**src/rtl/wb_fetch_pkg.sv**
```systemverilog
// Shared types and constants for the two-requester Wishbone block-prefetch scheduler.
package wb_fetch_pkg;

  typedef enum logic [1:0] {
    IDLE = 2'd0,
    BUSY = 2'd1,
    DONE = 2'd2
  } fetchState_e;

  localparam int NREQ = 2;
  localparam int REQ0 = 0;
  localparam int REQ1 = 1;

endpackage

```
**src/rtl/wb_rr_arbiter.sv**
```systemverilog
// Two-way round-robin arbiter with a one-hot grant. The pointer moves to the
// requester that lost whenever a grant is taken.
module wb_rr_arbiter
  import wb_fetch_pkg::*;
(
  input  logic            clk_i,
  input  logic            rst_i,
  input  logic [NREQ-1:0] req_i,
  input  logic            adv_i,
  output logic [NREQ-1:0] gnt_o
);

  logic ptr_q, ptr_d;

  always_comb begin
    gnt_o = '0;
    if (req_i[REQ0] && (!req_i[REQ1] || !ptr_q)) begin
      gnt_o[REQ0] = 1'b1;
    end else if (req_i[REQ1]) begin
      gnt_o[REQ1] = 1'b1;
    end
  end

  assign ptr_d = (adv_i && (|gnt_o)) ? gnt_o[REQ0] : ptr_q;

  always_ff @(posedge clk_i or posedge rst_i) begin
    if (rst_i) begin
      ptr_q <= 1'b0;
    end else begin
      ptr_q <= ptr_d;
    end
  end

endmodule

```
**src/rtl/wb_fetch_sched.sv**
```systemverilog
// Shares one Wishbone B4 pipelined read master between two block-prefetch
// requesters: round-robin grant, BSIZE-word burst from the winner's base address.
module wb_fetch_sched
  import wb_fetch_pkg::*;
#(
  parameter int BSIZE = 24,
  parameter int BBITS = 5,
  parameter int ABITS = 12,
  parameter int WIDTH = 32
) (
  input  logic             clk_i,
  input  logic             rst_i,
  output logic             cyc_o,
  output logic             stb_o,
  output logic             we_o,
  output logic [ABITS-1:0] adr_o,
  input  logic             ack_i,
  input  logic             wat_i,
  input  logic             rty_i,
  input  logic             err_i,
  input  logic [WIDTH-1:0] dat_i,
  input  logic [NREQ-1:0]  req_i,
  input  logic [ABITS-1:0] base0_i,
  input  logic [ABITS-1:0] base1_i,
  output logic [NREQ-1:0]  gnt_o,
  output logic             vld_o,
  output logic [WIDTH-1:0] dat_o,
  output logic [NREQ-1:0]  done_o,
  output logic             fail_o
);

  fetchState_e      state_q, state_d;
  logic             cyc_q, cyc_d, stb_q, stb_d;
  logic             vld_q, vld_d, fail_q, fail_d;
  logic [NREQ-1:0]  gnt_q, gnt_d, done_q, done_d;
  logic [ABITS-1:0] base_q, base_d, adr_q, adr_d;
  logic [BBITS-1:0] off_q, off_d, ackCnt_q, ackCnt_d, offInc;
  logic [WIDTH-1:0] dat_q, dat_d;
  logic [NREQ-1:0]  arbGnt;
  logic             grant, accept, abort, ackHit;

  assign grant  = (state_q == IDLE) && (|req_i);
  assign accept = stb_q && !wat_i;
  assign abort  = cyc_q && (err_i || rty_i);
  assign ackHit = cyc_q && ack_i && !abort;
  assign offInc = off_q + BBITS'(1);

  wb_rr_arbiter u_arb (
    .clk_i (clk_i),
    .rst_i (rst_i),
    .req_i (req_i),
    .adv_i (grant),
    .gnt_o (arbGnt)
  );

  // An abort wins over a coincident ack, so the aborted cycle never produces vld_o.
  always_comb begin
    state_d  = state_q;
    cyc_d    = cyc_q;
    stb_d    = stb_q;
    gnt_d    = gnt_q;
    base_d   = base_q;
    adr_d    = adr_q;
    off_d    = off_q;
    ackCnt_d = ackCnt_q;
    dat_d    = dat_q;
    vld_d    = 1'b0;
    done_d   = '0;
    fail_d   = 1'b0;
    case (state_q)
      IDLE: begin
        if (grant) begin
          state_d  = BUSY;
          gnt_d    = arbGnt;
          cyc_d    = 1'b1;
          stb_d    = 1'b1;
          base_d   = arbGnt[REQ1] ? base1_i : base0_i;
          adr_d    = arbGnt[REQ1] ? base1_i : base0_i;
          off_d    = '0;
          ackCnt_d = '0;
        end
      end
      BUSY: begin
        if (abort) begin
          state_d = DONE;
          cyc_d   = 1'b0;
          stb_d   = 1'b0;
          gnt_d   = '0;
          done_d  = gnt_q;
          fail_d  = 1'b1;
        end else begin
          if (accept) begin
            off_d = offInc;
            adr_d = base_q + ABITS'(offInc);
            if (off_q == BBITS'(BSIZE - 1)) begin
              stb_d = 1'b0;
            end
          end
          if (ackHit) begin
            ackCnt_d = ackCnt_q + BBITS'(1);
            vld_d    = 1'b1;
            dat_d    = dat_i;
            if (ackCnt_q == BBITS'(BSIZE - 1)) begin
              state_d = DONE;
              cyc_d   = 1'b0;
              stb_d   = 1'b0;
              gnt_d   = '0;
              done_d  = gnt_q;
            end
          end
        end
      end
      DONE: begin
        state_d = IDLE;
      end
      default: begin
        state_d = IDLE;
      end
    endcase
  end

  always_ff @(posedge clk_i or posedge rst_i) begin
    if (rst_i) begin
      state_q  <= IDLE;
      cyc_q    <= 1'b0;
      stb_q    <= 1'b0;
      gnt_q    <= '0;
      base_q   <= '0;
      adr_q    <= '0;
      off_q    <= '0;
      ackCnt_q <= '0;
      dat_q    <= '0;
      vld_q    <= 1'b0;
      done_q   <= '0;
      fail_q   <= 1'b0;
    end else begin
      state_q  <= state_d;
      cyc_q    <= cyc_d;
      stb_q    <= stb_d;
      gnt_q    <= gnt_d;
      base_q   <= base_d;
      adr_q    <= adr_d;
      off_q    <= off_d;
      ackCnt_q <= ackCnt_d;
      dat_q    <= dat_d;
      vld_q    <= vld_d;
      done_q   <= done_d;
      fail_q   <= fail_d;
    end
  end

  assign cyc_o  = cyc_q;
  assign stb_o  = stb_q;
  assign we_o   = 1'b0;
  assign adr_o  = adr_q;
  assign gnt_o  = gnt_q;
  assign vld_o  = vld_q;
  assign dat_o  = dat_q;
  assign done_o = done_q;
  assign fail_o = fail_q;

endmodule

```
**config.mk**
```make
export PLATFORM = sky130hd
export DESIGN_NAME = wb_fetch_sched
export DESIGN_NICKNAME = d
export VERILOG_FILES = /design/src/rtl/wb_fetch_pkg.sv /design/src/rtl/wb_rr_arbiter.sv /design/src/rtl/wb_fetch_sched.sv
export SDC_FILE = /design/constraint.sdc
export NUM_CORES = 1
export LEC_CHECK = 0
export CELL_PAD_IN_SITES_DETAIL_PLACEMENT = 1
export CELL_PAD_IN_SITES_GLOBAL_PLACEMENT = 2
export CORE_ASPECT_RATIO = 2
export CORE_MARGIN = 2
export CORE_UTILIZATION = 27
export DETAILED_ROUTE_END_ITERATION = 10
export PLACE_DENSITY_LB_ADDON = 0.1
export SYNTH_ARGS = -nofsm -noshare
export SYNTH_HDL_FRONTEND = slang
export SYNTH_SLANG_ARGS = --single-unit
export TNS_END_PERCENT = 50
```
**constraint.sdc**
```tcl
create_clock -name clk_i -period 3.2 [get_ports clk_i]
set_input_delay 0.32 -clock clk_i [delete_from_list [all_inputs] [get_ports clk_i]]
set_output_delay 0.32 -clock clk_i [all_outputs]
set_load 0.005 [all_outputs]
```
==> results of run 1 <==
final timing paths:
check	startpoint	slack (ns)	cells past startpoint	to
worst min register to register	dat_o[14]	0.47	2	dat_o[14]
worst min-delay path	rst_i	0.41	2	dat_o[10]
worst max-delay path	off_q[0]	0.67	10	adr_o[8]
min in group clk_i	dat_o[14]	0.47	2	dat_o[14]
max in group asynchronous	rst_i	2.07	3	ackCnt_q[1]
worst max register to register	off_q[0]	0.67	10	adr_o[8]
cell usage after synthesis, types with 5 or more instances:
cell type	instances	area share [%]
a21oi_1	17	2.4
inv_1	6	0.63
and2_1	5	0.87
xor2_1	8	2.0
nor2_1	21	2.2
clkbuf_1	7	0.73
ha_1	7	2.4
o21ai_0	13	1.8
dfrtp_1	77	54
mux2i_1	12	3.4
nand3_1	11	1.5
buf_2	5	0.70
a21o_1	5	1.0
nand2_1	119	12
cell type report:
class / count / area, um2
Clock buffer: 10 / 239
Clock inverter: 6 / 38.8
Tap cell: 152 / 190
Inverter: 7 / 26.3
Fill cell: 1500 / 7840
Multi-Input combinational cell: 273 / 1540
Timing Repair Buffer: 120 / 1200
Sequential cell: 77 / 1930
power by group:
part	switching [W]	leakage, nW	total [W]	internal (W)
registers	0.000314	0.968	0.00170	0.00139
clock network	0.000421	0.134	0.000965	0.000544
logic	0.000950	1.28	0.00198	0.00103
metrics by stage:
stage          power, W  worst slack, ns
2_1_floorplan   0.00272            0.913
3_3_place_gp    0.00371            0.785
3_5_place_dp    0.00376            0.700
4_1_cts         0.00476            0.678
5_1_grt         0.00501            0.489
6_report        0.00464            0.669
kinds of logic after synthesis:
group	Yosys count	share of synthesized area [%]
simple gates	172	20.4
flops	77	53.8
compound gates	69	13.3
buf+inv	24	3.42
mux	12	3.35
xor+xnor	11	2.69
fa+ha+maj	8	3.00
other cells	1	0.105
cell usage in the layout (no fill, tap or decap), types with 2 or more instances in the layout:
cell	Yosys	layout
a211oi_1	4	4
a21o_1	5	5
a21oi_1	17	17
a22o_1	3	3
a31o_2	2	2
a32o_1	2	2
and2_1	5	5
buf_4	3	4
clkbuf_16	0	9
clkdlybuf4s50_1	0	115
clkinv_2	0	3
clkinvlp_4	0	2
dfrtp_1	77	77
ha_1	7	7
inv_1	6	5
inv_2	1	2
mux2i_1	12	12
nand2_1	119	119
nand2b_1	2	2
nand3_1	11	11
nand4_1	4	4
nor2_1	21	21
o211ai_1	4	4
o21ai_0	13	13
o22ai_1	3	3
o2bb2ai_1	3	3
xnor2_1	3	3
xor2_1	8	8
flip-flops by register name, summed over array words and instances, names as in the netlist, 2 cells and up:
name	cells
dat_o	32
off_q	5
gnt_o	2
ackCnt_q	5
state_q	2
done_o	2
adr_o	12
base_q	12
worst max-delay path: stages (launching register included):
cell and delay [ns]:
dfrtp_1 0.42, ha_1 0.29, nand3_1 0.13, xnor2_1 0.25
ha_1 0.33, o211ai_1 0.16, o21ai_0 0.14, buf_4 0.18
a31o_2 0.23, a21oi_1 0.18, o31ai_2 0.08
routing by layer:
| layer | wire (um) | part of all wire, % | track usage [%] |
|---|---|---|---|
| met2 | 6530 | 59 | 31.8 |
| met3 | 555 | 5.0 | 4.16 |
| met4 | 265 | 2.4 | 6.14 |
| met5 | 0 | 0 | 0 |
| met1 | 3770 | 34 | 16.0 |
==> results.yml, run 1 <==
logic_synthesis:
  ys.flop_type: "dfrtp_1"
  syn_inst: 374
  netlist_area_mm2: 0.00358
  synth-seq-area-share_pct: 53.8
  synthesis.nets: 446
  ys_warn_count: 0
  async_flop_share_pct: 100
  synth_edf_count: 0
  ys_types: 52
  syn_area_per_cell_um2: 9.58
  ys_ff_latch: 77
worst_setup_path:
  crit_type: "flop to flop"
  cp_data_required_time_ns: 3.39
  critPathMaxFanout: 5
  critPathArrivalTime_ns: 2.73
  start_kind: "flop"
  endpoint_kind: "flop"
cells_and_area:
  layout.nets: 560
  area.growth.synth_to_final_pct: 43.9
  fin_cells: 645
  layout-drive-gt1-share_pct: 6.69
  finalInstanceArea_mm2: 0.00516
  fin_util_pct: 39.7
  antenna_cells: 0
drt:
  first_pass_iters: 4
  via_count: 3076
  wl_per_cell_um: 17.3
  ant_nets: 0
  vias_per_cell: 4.77
  wl_mm: 11.1
  drt_iter0_markers: 69
  drc: 0
timing:
  min_period_ns: 2.53
  slew_headroom_pct: 52.8
  tightest_slew_ns: 0.708
  finalSetupViolCount: 0
  fin_setup_tns_ns: 0
  finalHoldViolations: 0
  rsz0062_at_grt: "no"
  fin_skew_ns: 0.00852
  maxSlewViolCount: 0
  period_share_pct: 79.1
  fmax_mhz: 395
  hold_slack_ns: 0.414
power_and_ir_drop:
  leakage_nw: 2.38
  peakVddDrop_uv: 395
  power_density_mw_per_mm2: 901
place:
  place_inst: 629
  postPlaceCellArea_mm2: 0.00488
  gp_congestion: 0.868
  place_hpwl_mm: 8.48
  port-buffer-count: 115
clocking:
  hold_buffers: 0
  post-cts-setup-buffers: 0
  clockBufferDepth: 2
  numCtsBuffers: 9
  clock_sinks: 77
  root_buffer: "clkbuf_16"
  cts-htree-levels: 3
  cts_resized: 0
  path_clk_slew_ns: 0.06
  clkLatencyLatePin_ns: 0.34
  cts_tree: "done"
floorplanning:
  core_area_mm2: 0.0130
  die_h_um: 167
  start_util_pct: 27.6
  die_x_um: 85.5
  die_area_mm2: 0.0143
  pin_count: 117
  num_rows: 59
grt:
  grt_pass1_wl_mm: 18.0
  grt_max_degree: 49
  grt_usage_pct: 16.4
  antenna_found_initial: 0
  grt_pass1_vias: 3434
  grt_remaining_overflow: 0
flow_run:
  maxCapViolations: 0
min_path:
  holdCritPathClass: "input port to asynchronous set/reset pin"
run_status:
  status: "completed"
Power figures use the tool's default switching activity.
==> inputs of run 2 (changes only) <==
--- a/config.mk
+++ b/config.mk
@@ -9,7 +9,7 @@
 export CELL_PAD_IN_SITES_GLOBAL_PLACEMENT = 2
 export CORE_ASPECT_RATIO = 2
 export CORE_MARGIN = 2
-export CORE_UTILIZATION = 27
+export CORE_UTILIZATION = 25
 export DETAILED_ROUTE_END_ITERATION = 10
 export PLACE_DENSITY_LB_ADDON = 0.1
 export SYNTH_ARGS = -nofsm -noshare
==> constraint.sdc (replaced) <==
create_clock -name clk_i -period 2.1 [get_ports clk_i]
set_input_delay 0.21 -clock clk_i [delete_from_list [all_inputs] [get_ports clk_i]]
set_output_delay 0.21 -clock clk_i [all_outputs]
set_load 0.005 [all_outputs]
==> run 2 against run 1 <==
Compared with the run above:
- worst setup slack lost 0.66 ns
- sequential power grew 52%
- routed wire length rose by 4.8%
- register-to-register slack got worse by 0.66 ns
- clock power grew 63%
- first-iteration DRC count up 28%
- hold slack worse by 0.17 ns
- clock skew is 0.0019 ns lower
- via count rose by 6.0%
- cell area rose by 9.6%
- die area up 7.7%
==> results.yml, run 2 (synthesized netlist as in run 1, its figures left out) <==
drt:
  first_pass_iters: 6
  ant_nets: 0
  via_count: 3262
  drt_iter0_markers: 88
  wl_per_cell_um: 16.2
  wl_mm: 11.7
  vias_per_cell: 4.54
  drc: 0
worst_setup_path:
  startpoint: "off_q[0]"
  start_kind: "flop"
  crit_type: "flop to flop"
  reg2reg_from: "off_q[0]"
  critPathArrivalTime_ns: 2.37
  critPathMaxFanout: 3
  cp_data_required_time_ns: 2.37
  worstReg2RegEnd: "adr_o[11]"
  reg2reg_depth: 8
  ff2ff_setup_slack_ns: 0.007
  endpoint_kind: "flop"
timing:
  min_period_ns: 2.09
  maxSlewViolCount: 0
  period_share_pct: 99.7
  fin_skew_ns: 0.00664
  finalHoldViolations: 0
  rsz0062_at_grt: "yes"
  finalSetupViolCount: 0
  fmax_mhz: 478
  fin_setup_tns_ns: 0
clocking:
  cts_tree: "done"
  cts-htree-levels: 3
  numCtsBuffers: 9
  path_clk_slew_ns: 0.06
  hold_buffers: 0
  clockBufferDepth: 2
  clkLatencyLatePin_ns: 0.34
  root_buffer: "clkbuf_16"
  clock_sinks: 77
power_and_ir_drop:
  power_density_mw_per_mm2: 1370
  leakage_nw: 2.60
  peakVddDrop_uv: 541
  finalPower_w: 0.00776
min_path:
  holdCritPathClass: "input port to asynchronous set/reset pin"
grt:
  grt_remaining_overflow: 0
  grt_max_degree: 34
  grt_usage_pct: 15.8
  grt_pass1_vias: 3600
  grt_pass1_wl_mm: 18.5
  antenna_found_initial: 0
floorplanning:
  num_rows: 61
  die_x_um: 88.7
  die_h_um: 173
  core_area_mm2: 0.0140
  pin_count: 117
  start_util_pct: 25.7
  die_area_mm2: 0.0154
cells_and_area:
  final_cell_mix: "118 x nand2_1, 115 x clkdlybuf4s50_1, 77 x dfrtp_1"
  layout.nets: 597
  largest_reg_flops: 32
  fillers: 1596
  area.growth.synth_to_final_pct: 57.7
  layout-drive-gt1-share_pct: 16.2
  layout_commonest_cell: "nand2_1"
  antenna_cells: 0
place:
  place_hpwl_mm: 9.02
  gp_congestion: 0.775
  port-buffer-count: 115
flow_run:
  maxCapViolations: 0
run_status:
  status: "completed"
-- run 2: changes by cell type in the layout (fill, tap and decap cells not counted), sizes merged --
cell	delta
buf	+37
bufinv	+1
clkbuf	+2
clkinv	-2
inv	-1
-- run 2: worst max path at each step --
| stage | endpoint | slack (ns) | depth (start not counted) |
|---|---|---|---|
| global route | adr_o[6] | -0.12 | 10 |
| detailed placement | adr_o[11] | -0.15 | 8 |
| CTS | adr_o[11] | -0.07 | 8 |
| global placement | adr_o[8] | -0.13 | 7 |
| finish | adr_o[11] | 0.007 | 8 |
| floorplan | adr_o[8] | -0.07 | 7 |
-- run 2: cell type report --
class / count / area, um2 / share of cell area [%]
flip-flops and latches: 77 / 1930 / 34.1
multi-input cells: 273 / 1640 / 29.1
repair buffers: 157 / 1520 / 26.9
clock buffers: 12 / 246 / 4.36
well taps: 189 / 236 / 4.18
clock inverters: 4 / 47.5 / 0.841
inverters: 7 / 32.5 / 0.575
-- run 2: metrics by stage --
stage	cell area (um2)	util (%)	setup WS [ns]	hold slack (ns)	instances
after global placement	5220	37.3	-0.130	0.458	699
final	5650	40.5	0.00676	0.242	719
after CTS	5600	40.1	-0.0717	0.246	718
after floorplan	3590	-	-0.0698	0.315	374
after detailed placement	5220	37.3	-0.153	0.465	699
after global routing	5650	40.5	-0.118	0.268	719
-- run 2: per-layer routing --
layer / vias to the layer above / wire length, um / track usage, %
met3: 11 / 521 / 3.62
met4: 0 / 226 / 5.74
met5: - / 0 / 0
met1: 1612 / 4160 / 15.7
li1: 1559 / - / -
met2: 80 / 6760 / 30.1
-- run 2: power by group --
| part | total (W) | internal, W | switching [W] |
|---|---|---|---|
| logic | 0.00361 | 0.00198 | 0.00163 |
| registers | 0.00258 | 0.00211 | 0.000470 |
| clock network | 0.00157 | 0.000950 | 0.000624 |
-- run 2: repair_timing --
item                                    CTS  global route
pin swaps                                 9            14
setup buffers                             3             1
endpoints found under the setup margin    8             8
resized for setup                        12            11
-- run 2: worst max-delay path: stages, from the launching register on --
cell,delay [ns]
dfrtp_1,0.42
ha_4,0.20
xor2_1,0.15
ha_1,0.36
nand2_2,0.07
o211ai_1,0.24
nand2_1,0.11
or4_1,0.40
nand3_1,0.08
